### src/rtl/alu_serial_sequencer.sv
// Bit-serial sequencer: drives a single-bit ALU slice LSB first, one bit per clock,
// feeding the carry back between bits and returning the assembled word over valid/ready.
module alu_serial_sequencer #(
    parameter int unsigned WIDTH = 8
) (
    input  logic             clk,
    input  logic             reset,
    input  logic             req_valid,
    output logic             req_ready,
    input  logic [WIDTH-1:0] req_a,
    input  logic [WIDTH-1:0] req_b,
    input  logic [1:0]       req_op,
    input  logic             req_sub,
    output logic             alu_a,
    output logic             alu_b,
    output logic             alu_op0,
    output logic             alu_op1,
    output logic             alu_cin,
    output logic             alu_binv,
    input  logic             alu_y,
    input  logic             alu_cout,
    output logic             rsp_valid,
    input  logic             rsp_ready,
    output logic [WIDTH-1:0] rsp_result,
    output logic             rsp_carry,
    output logic             rsp_zero,
    output logic             rsp_error
);

    localparam int unsigned      IDX_W    = (WIDTH > 1) ? $clog2(WIDTH) : 1;
    localparam logic [IDX_W-1:0] IDX_LAST = IDX_W'(WIDTH - 1);
    localparam logic [1:0]       OP_ADD   = 2'b10;
    localparam logic [1:0]       OP_ILL   = 2'b11;

    typedef enum logic [1:0] {
        IDLE,
        RUN,
        DONE
    } state_t;

    state_t             state_q, state_d;
    logic [WIDTH-1:0]   a_q, a_d;
    logic [WIDTH-1:0]   b_q, b_d;
    logic [1:0]         op_q, op_d;
    logic               sub_q, sub_d;
    logic [WIDTH-1:0]   result_q, result_d;
    logic               carry_q, carry_d;
    logic               error_q, error_d;
    logic [IDX_W-1:0]   idx_q, idx_d;

    always_ff @(posedge clk or negedge reset) begin
        if (!reset) begin
            state_q  <= IDLE;
            a_q      <= '0;
            b_q      <= '0;
            op_q     <= '0;
            sub_q    <= 1'b0;
            result_q <= '0;
            carry_q  <= 1'b0;
            error_q  <= 1'b0;
            idx_q    <= '0;
        end else begin
            state_q  <= state_d;
            a_q      <= a_d;
            b_q      <= b_d;
            op_q     <= op_d;
            sub_q    <= sub_d;
            result_q <= result_d;
            carry_q  <= carry_d;
            error_q  <= error_d;
            idx_q    <= idx_d;
        end
    end

    always_comb begin
        state_d    = state_q;
        a_d        = a_q;
        b_d        = b_q;
        op_d       = op_q;
        sub_d      = sub_q;
        result_d   = result_q;
        carry_d    = carry_q;
        error_d    = error_q;
        idx_d      = idx_q;
        req_ready  = 1'b0;
        alu_a      = 1'b0;
        alu_b      = 1'b0;
        alu_op0    = 1'b0;
        alu_op1    = 1'b0;
        alu_cin    = 1'b0;
        alu_binv   = 1'b0;
        rsp_valid  = 1'b0;
        rsp_result = '0;
        rsp_carry  = 1'b0;
        rsp_zero   = 1'b0;
        rsp_error  = 1'b0;

        case (state_q)
            IDLE: begin
                req_ready = 1'b1;
                if (req_valid) begin
                    a_d      = req_a;
                    b_d      = req_b;
                    op_d     = req_op;
                    sub_d    = req_sub;
                    result_d = '0;
                    idx_d    = '0;
                    carry_d  = (req_op == OP_ADD) && req_sub;
                    error_d  = (req_op == OP_ILL);
                    state_d  = (req_op == OP_ILL) ? DONE : RUN;
                end
            end
            RUN: begin
                alu_a    = a_q[idx_q];
                alu_b    = b_q[idx_q];
                alu_op0  = op_q[0];
                alu_op1  = op_q[1];
                alu_binv = sub_q;
                alu_cin  = (op_q == OP_ADD) ? carry_q : 1'b0;
                result_d[idx_q] = alu_y;
                if (op_q == OP_ADD) begin
                    carry_d = alu_cout;
                end
                // idx wraps on the last bit, but RUN is left on that same edge
                idx_d = idx_q + IDX_W'(1);
                if (idx_q == IDX_LAST) begin
                    state_d = DONE;
                end
            end
            DONE: begin
                rsp_valid  = 1'b1;
                rsp_result = result_q;
                rsp_carry  = (op_q == OP_ADD) ? carry_q : 1'b0;
                rsp_zero   = !error_q && (result_q == '0);
                rsp_error  = error_q;
                if (rsp_ready) begin
                    state_d = IDLE;
                end
            end
            default: state_d = IDLE;
        endcase
    end

endmodule

### config.mk
export PLATFORM = sky130hd
export DESIGN_NAME = alu_serial_sequencer
export DESIGN_NICKNAME = d
export VERILOG_FILES = /design/src/rtl/alu_serial_sequencer.sv
export SDC_FILE = /design/constraint.sdc
export NUM_CORES = 1
export LEC_CHECK = 0
export CORE_UTILIZATION = 48
export CTS_CLUSTER_SIZE = 28
export DETAILED_ROUTE_END_ITERATION = 10
export GPL_ROUTABILITY_DRIVEN = 0
export PLACE_DENSITY = 0.78
export SLEW_MARGIN = 20
export SYNTH_ARGS = -nofsm -noshare
export SYNTH_HDL_FRONTEND = slang
export SYNTH_SLANG_ARGS = --single-unit
### constraint.sdc
create_clock -name clk -period 1.7 [get_ports clk]
set_input_delay 0.425 -clock clk [delete_from_list [all_inputs] [get_ports clk]]
set_output_delay 0.425 -clock clk [all_outputs]
set_load 0.02 [all_outputs]
==> results of run 1 <==
-- metal layers --
metal  GRT usage (%)  vias to the layer above  share of wire, %
met3            6.99                       28               6.3
met1            32.7                      925                38
met2            44.2                      119                52
li1                -                      833                 -
met4            13.7                        0               4.2
met5               0                        -                 0
-- through the flow --
step / TNS, ns / hold WS, ns / setup slack [ns] / instances
3_3_place_gp: -7.23 / 0.451 / -0.368 / 299
3_5_place_dp: -8.06 / 0.463 / -0.419 / 299
2_1_floorplan: 0 / 0.129 / 0.0304 / 192
6_report: -7.31 / 0.485 / -0.517 / 326
4_1_cts: -8.56 / 0.497 / -0.399 / 316
5_1_grt: -8.66 / 0.536 / -0.574 / 326
-- cell type report --
class,count,area (µm²)
inverter,3,11.3
multi-input combinational,141,1170
timing repair buffer,95,983
sequential,34,853
tap,46,57.6
fill,131,295
clock buffer,7,45.0
-- power breakdown --
part           switching, mW  internal [mW]
Clock                  0.279          0.156
Sequential             0.399           1.17
Combinational           1.77           1.82
Total                   2.45           3.15
-- logic make-up after synthesis --
| family | after synthesis | synth area share [%] |
|---|---|---|
| flip-flops | 34 | 48.6 |
| adder cells (fa/ha/maj) | 2 | 1.43 |
| buffers and inverters | 17 | 5.08 |
| multiplexers | 8 | 4.58 |
| AND/OR/NAND/NOR | 105 | 28.2 |
| AO/OA/AOI/OAI | 26 | 12.1 |
-- flip-flops by register name (all words and copies together) (netlist names) --
register	cells
op_q	2
error_q	1
idx_q	3
b_q	8
sub_q	1
carry_q	1
result_q	8
a_q	8
state_q	2
-- worst max-delay path, stage by stage, from the launching register on --
cell	delay (ns)
dfrtp_2	0.46
buf_12	0.14
buf_16	0.12
nor4b_1	0.37
o31a_1	0.23
buf_6	0.13
-- worst paths after layout --
| path | from | end | slack, ns | cells after the start |
|---|---|---|---|---|
| worst max register to register | state_q[0]$_DFFE_PN0P_ | result_q[7]$_DFFE_PN0P_ | -0.27 | 8 |
| max in group asynchronous | reset | idx_q[0]$_DFFE_PN0P_ | 0.85 | 2 |
| min in group clk | sub_q$_DFFE_PN0P_ | sub_q$_DFFE_PN0P_ | 0.52 | 2 |
| worst min-delay path | reset | error_q$_DFFE_PN0P_ | 0.49 | 2 |
| worst min register to register | sub_q$_DFFE_PN0P_ | sub_q$_DFFE_PN0P_ | 0.52 | 2 |
| worst max-delay path | idx_q[0]$_DFFE_PN0P_ | alu_a | -0.52 | 5 |
-- layout by cell type (no fill, tap or decap), types with 2 or more instances in the layout --
cell type and n:
clkbuf_1 2, inv_1 3, o41ai_2 4, nor2b_1 2, dfrtp_1 32, mux2i_1 8, o31a_1 2, clkdlybuf4s50_1 24
nand3_2 3, nand2b_1 2, o311ai_4 4, nor4_2 3, o21ai_2 2, o31ai_1 3, buf_6 30, nand3b_1 2
nand2_4 14, nand2_2 19, o22ai_1 3, o211ai_1 3, ha_1 2, nand2_1 32, buf_4 33, clkbuf_16 2
nor2_1 4, buf_12 3, dfrtp_2 2, and2_4 13, nor2b_4 2, clkbuf_4 5
-- timing repair --
| action | in CTS | in global routing |
|---|---|---|
| gates cloned | 1 | 3 |
| pin swaps | 14 | 53 |
| resized for setup | 133 | 89 |
| setup buffers | 9 | 9 |
| endpoints found under the setup margin | 19 | 50 |
==> flow_summary.ini, run 1 <==
[run_status]
status = finished with violations
violations = negative setup slack

[yosys]
synth.top_cell.area_share_pct = 48.6
ys_types = 33
synth_top_area_cell = dfrtp_1
synth_fp_nets = 219
ys_seq_elements = 34
yosysMostFrequentCell = nand2_1
syn_area_um2 = 1750
synth_common_cells = nand2_1, dfrtp_1, and2_1
synth_area_per_cell_um2 = 9.11
async_flop_share_pct = 100
synth_flop_cell = dfrtp_1
synth_warnings = 0
synth-edff-count = 0
yosysSeqAreaShare_pct = 48.6
synthCells = 192
synthTopCellsByArea = dfrtp_1, nand2_1, and2_1

[route]
dr.pass1.iters = 4
wl_mm = 6.88
viasPerCell = 5.84
ant_nets = 0
dr.first_iter.drc_count = 119
wl_per_cell_um = 21.1
drcViolationCount = 0
route.vias.total = 1905

[grt]
grt_pass1_wl_mm = 8.17
overflow = 0
antenna_found_initial = 0
grt_max_degree = 35
groute.usage.overall_pct = 26.9
grt_pass1_vias = 1810

[floorplanning]
die_w_um = 62.4
fp.dieH_um = 62.4
die-area_um2 = 3890
rows = 21
start_util_pct = 51.2
pin_count = 44
core-area_um2 = 3420

[final_layout]
area_growth_pct = 78.4
utilization_pct = 91.4
drive_gt1_share_pct = 52.9
final_cell_area_um2 = 3120
layout.nets = 307
insertedDiodeCount = 0

[sta]
fin_crit_sh_pct = 130
slew_viol_final = 0
maxSlewHeadroom_pct = 69.9
skew_ns = 0.00795
fmax_mhz = 451
worst_pin_slew_ns = 0.451
setup_ws_ns = -0.517
setup_violations = 50
hold_viol = 0
min_period_ns = 2.22
rsz0062_at_grt = true

[clock_network]
path_clk_slew_ns = 0.11
cts_root_buf = clkbuf_4
clk_latency_ns = 0.35
clock_sinks = 34
cts_tree = yes
clock_path_buffers = 2
htreeDepth = 2
postCtsHoldBufs = 0
cts_inserted_buffers = 5

[power]
power_density_nw_per_um2 = 1790
total_power_mw = 5.60
leakage_nw = 1.47
peakVddDrop_mv = 1.14

[min_path]
hold_class = primary input to asynchronous set/reset pin

[setup_path]
critPathMaxFanout = 5
cp-start-kind = register
crit_required_ns = 1.27
cp.arrival_ns = 1.79
worst_setup_path_end_kind = output port
path_class = register to output port

[placement]
hpwlAfterDp_mm = 2.91
io_buffers = 43
dpl_cell_area_um2 = 2420

[job]
drv_cap = 0
Power figures use the tool's default switching activity.
==> inputs of run 2 (changes only) <==
--- a/config.mk
+++ b/config.mk
@@ -7,2 +7,3 @@
 export LEC_CHECK = 0
+export CORE_MARGIN = 10
 export CORE_UTILIZATION = 48
--- a/constraint.sdc
+++ b/constraint.sdc
@@ -3,2 +3,2 @@
 set_output_delay 0.425 -clock clk [all_outputs]
-set_load 0.02 [all_outputs]
+set_load 0.005 [all_outputs]
==> run 2 against run 1 <==
  * The flow still finishes with violations (negative setup slack)
  * Die area rose by 66%
  * Global-route usage decreased by 10 points
  * Via count decreased by 8.6%
  * Cell count up 0.92%
  * Sequential power fell by 6%
  * Largest cell class unchanged
  * Fmax rose by 4.3%
==> flow_summary.ini, run 2 (same netlist as run 1, synthesis figures left out) <==
[run_status]
status = finished with violations
violations = negative setup slack

[clock_network]
postCtsHoldBufs = 0
cts_root_buf = clkbuf_4
cts_tree = yes
clock_sinks = 34
clk_latency_ns = 0.35
htreeDepth = 2
cts_inserted_buffers = 5
path_clk_slew_ns = 0.09
clock_path_buffers = 2

[power]
p_sw_mw = 1.79
pwr-share-clk_pct = 9.0
power_density_nw_per_um2 = 1600
p_int_mw = 2.86
comb_power_share_pct = 59.0
peakVddDrop_mv = 0.927
total_power_mw = 4.64
p_seq_share_pct = 32.0
leakage_nw = 1.41
p_sw_share_pct = 38.5

[floorplanning]
pin_count = 44
core-area_um2 = 3420
die-area_um2 = 6460
die_w_um = 80.4
rows = 21
fp.dieH_um = 80.4
start_util_pct = 51.2

[final_layout]
drive_gt1_share_pct = 38.2
utilization_pct = 85.1
insertedDiodeCount = 0
mostFrequentLayoutCell = nand2_1
layout.nets = 310
final_cell_mix = nand2_1, buf_6, dfrtp_1, buf_4, clkdlybuf4s50_1
final_cell_area_um2 = 2910
area_growth_pct = 66.1
nFillCells = 193
reg.largest.list = a_q (8), b_q (8), result_q (8)

[job]
drv_cap = 0

[sta]
setup_violations = 18
fin_crit_sh_pct = 125
slew_viol_final = 0
fmax_mhz = 471
worst_pin_slew_ns = 0.419
holdWs_ns = 0.491
maxSlewHeadroom_pct = 71.7
hold_viol = 0
setup_ws_ns = -0.425
min_period_ns = 2.13
skew_ns = 0.0130
rsz0062_at_grt = true

[grt]
grt_pass1_wl_mm = 8.71
groute.usage.overall_pct = 16.9
grt_max_degree = 35
grt_pass1_vias = 1883
overflow = 0
antenna_found_initial = 0

[route]
wl_mm = 5.44
viasPerCell = 5.29
dr.pass1.iters = 4
dr.first_iter.drc_count = 156
drcViolationCount = 0
wl_per_cell_um = 16.5
route.vias.total = 1741
ant_nets = 0

[setup_path]
cpPeakStageDelay_ns = 0.46
path_class = register to output port
cp-start-kind = register
cp.arrival_ns = 1.70
r2r_start = state_q[1]$_DFFE_PN0P_
critPathSlowestCell = dfrtp_2
critPathLaunch = idx_q[0]$_DFFE_PN0P_
critPathMaxFanout = 4
cp_cell_sequence = buf_12, buf_16, mux2i_1, o22ai_1, o31a_1, buf_2
crit_required_ns = 1.27
worst_setup_path_end_kind = output port

[placement]
io_buffers = 43
dpl_cell_area_um2 = 2420
hpwlAfterDp_mm = 3.52
place_ws_ns = -0.291

[min_path]
hold_class = register to register
min_from = b_q[2]$_DFFE_PN0P_
-- run 2: cell count changes in the layout (fill, tap and decap cells not counted), moves of 3 or more --
cell | before | now
nand2_1 | 32 | 65
nand2_2 | 19 | 0
nand2_4 | 14 | 0
buf_6 | 30 | 38
buf_4 | 33 | 26
buf_2 | 1 | 7
nand3_2 | 3 | 0
o311ai_4 | 4 | 1
-- run 2: routing by layer --
metal  track usage, %  wire length (µm)  vias to the layer above
li1                 -                 -                      839
met1             17.7              2160                      816
met2             30.0              2830                       67
met3             5.12               279                       19
met4             7.75               171                        0
met5                0                 0                        -
-- run 2: layout make-up --
class                   instances  area [µm²]  share of cell area (%)
multi-input cells             141         973                    33.5
repair buffers                 98         966                    33.2
flip-flops and latches         34         852                    29.3
well taps                      46        57.6                    1.98
clock buffers                   7        45.0                    1.55
inverters                       3        11.3                   0.388
-- run 2: worst paths after layout --
path	end	slack, ns	cells past startpoint
setup reg to reg	result_q[3]$_DFFE_PN0P_	0.02	7
hold reg to reg	b_q[2]$_DFFE_PN0P_	0.49	2
min in group asynchronous	b_q[5]$_DFFE_PN0P_	0.50	2
max in group asynchronous	idx_q[0]$_DFFE_PN0P_	0.88	2
setup / recovery	alu_b	-0.43	6
hold / removal	b_q[2]$_DFFE_PN0P_	0.49	2
-- run 2: metrics by stage --
step                setup TNS (ns)  std cells
floorplan                        0        192
global placement             -6.72        300
detailed placement           -8.15        300
CTS                          -4.00        326
global route                 -5.24        329
finish                       -3.71        329
-- run 2: what timing repair did --
action | 4_1_cts | 5_1_grt
resized for setup | 113 | 43
setup endpoints to repair | 23 | 48
gates cloned | 2 | 0
buffers inserted | 17 | 8
pin swaps | 16 | 8
-- run 2: power groups by stage --
stage	clock network, mW	registers (mW)	logic (mW)
floorplan	0	1.33	1.13
global placement	0	1.41	1.91
CTS	0.419	1.44	2.40
global route	0.464	1.52	2.97
finish	0.417	1.48	2.74
detailed placement	0	1.42	2.00
-- run 2: critical path, delay by kind of cell, from the launching register on --
kind,cells,cell delay [ns]
DFF,1,0.46
buffers and inverters,3,0.39
AOI/OAI and AO/OA,2,0.38
muxes,1,0.14
==> inputs of run 3 (changes only) <==
- CORE_MARGIN: 10 -> not set
- SLEW_MARGIN: 20 -> not set
==> run 3 against run 2 <==
  * The run still ends with negative setup slack left
  * Critical path type unchanged
  * Fmax grew 0.49%
  * Final area shrank 6.4%
  * Register-to-register slack gained 0.03 ns
  * Global-route usage grew 10 points
  * Critical endpoint unchanged
  * Clock-buffer cell count is the same
==> flow_summary.ini, run 3 (same netlist as run 1, synthesis figures left out) <==
[sta]
min_period_ns = 2.11
maxSlewHeadroom_pct = 71.3
setup_ws_ns = -0.415
skew_ns = 0.00280
worst_pin_slew_ns = 0.431
slew_viol_final = 0
tns_ns = -2.83
rsz0062_at_grt = true
setup_violations = 15
fin_crit_sh_pct = 124
hold_viol = 0
fmax_mhz = 473
holdWs_ns = 0.486

[clock_network]
cts_root_buf = clkbuf_4
path_clk_slew_ns = 0.10
clock_path_buffers = 2
cts_tree = yes
cts_inserted_buffers = 5
htreeDepth = 2
clk_latency_ns = 0.34
clock_sinks = 34

[grt]
groute.usage.overall_pct = 27.3
overflow = 0
grt_pass1_wl_mm = 8.23
antenna_found_initial = 0
grt_pass1_vias = 1751
grt_max_degree = 35

[final_layout]
final_cell_mix = nand2_1, dfrtp_1, buf_4, buf_6, clkdlybuf4s50_1
layout.nets = 304
reg.largest.list = a_q (8), b_q (8), result_q (8)
area_growth_pct = 55.5
drive_gt1_share_pct = 36.0
fin_cells = 324
mostFrequentLayoutCell = nand2_1
insertedDiodeCount = 0

[setup_path]
crit_required_ns = 1.27
worst_setup_path_end_kind = output port
cp-start-kind = register
critPathMaxFanout = 6
reg2reg_slack_ns = 0.05
cp.arrival_ns = 1.69
path_class = register to output port

[power]
p_sw_share_pct = 39.0
comb_power_share_pct = 54.8
p_seq_share_pct = 34.2
p_int_mw = 2.65
leakage_nw = 1.32
peakVddDrop_mv = 0.989
p_sw_mw = 1.70
total_power_mw = 4.35
pwr-share-clk_pct = 11.0
power_density_nw_per_um2 = 1600

[run_status]
violations = negative setup slack
status = finished with violations

[floorplanning]
pin_count = 44
die_w_um = 62.4
die-area_um2 = 3890
fp.dieH_um = 62.4
rows = 21
start_util_pct = 51.2
core-area_um2 = 3420

[job]
drv_cap = 0

[min_path]
hold_class = primary input to asynchronous set/reset pin

[placement]
place_ws_ns = -0.397
io_buffers = 43
dp_cells = 300
hpwlAfterDp_mm = 3.17

[route]
route.vias.total = 1719
drcViolationCount = 0
ant_nets = 0
viasPerCell = 5.31
dr.pass1.iters = 4
wl_per_cell_um = 15.3
wl_mm = 4.94
dr.first_iter.drc_count = 58
[run 3: changes by cell type in the layout (fill, tap and decap cells not counted), sizes merged]
cell,previous run,this run
clkinv,0,1
buf,74,66
clkbuf,7,9
[run 3: final timing paths]
check / from / end / cells past startpoint
worst max-delay path: idx_q[0]$_DFFE_PN0P_ / alu_b / 5
worst min-delay path: reset / result_q[4]$_DFFE_PN0P_ / 2
worst max register to register: state_q[1]$_DFFE_PN0P_ / result_q[0]$_DFFE_PN0P_ / 5
worst min register to register: sub_q$_DFFE_PN0P_ / sub_q$_DFFE_PN0P_ / 2
max in group asynchronous: reset / idx_q[0]$_DFFE_PN0P_ / 2
min in group clk: sub_q$_DFFE_PN0P_ / sub_q$_DFFE_PN0P_ / 2
[run 3: stage by stage]
step	instance area [µm²]	utilization, %
3_3_place_gp	2410	70.6
3_5_place_dp	2410	70.6
6_report	2720	79.6
2_1_floorplan	1750	-
4_1_cts	2630	77.0
5_1_grt	2720	79.6
[run 3: power by group through the flow]
stage	Clock, mW	Sequential (mW)	Combinational, mW
after global placement	0	1.44	1.82
after floorplan	0	1.33	1.13
after detailed placement	0	1.47	1.91
after CTS	0.487	1.46	2.22
after global routing	0.525	1.53	2.61
final	0.477	1.49	2.38
[run 3: final cells by class]
cell class	instances	area (µm²)
multi-input cells	141	922
flip-flops and latches	34	852
repair buffers	92	817
fillers	234	696
well taps	46	57.6
clock buffers	7	55.1
inverters	3	11.3
clock inverters	1	5.00
[run 3: critical path, stage by stage (launching register included)]
cell and delay, ns:
dfrtp_2 0.46, buf_4 0.15, mux2i_1 0.24, o22ai_1 0.13, o31a_1 0.25, buf_2 0.12
[run 3: timing repair]
action	4_1_cts	5_1_grt
setup endpoints to repair	24	23
cloned	1	0
pin swaps	13	15
setup buffers	17	1
resized for setup	90	35
hold buffers	0	0
[run 3: routing by layer]
| layer | global-route usage, % | up-vias | wire length (µm) | part of all wire (%) |
|---|---|---|---|---|
| li1 | - | 829 | - | - |
| met3 | 5.88 | 11 | 200 | 4.0 |
| met1 | 32.0 | 824 | 1950 | 39 |
| met4 | 10.8 | 0 | 91 | 1.8 |
| met5 | 0 | - | 0 | 0 |
| met2 | 48.5 | 55 | 2700 | 55 |
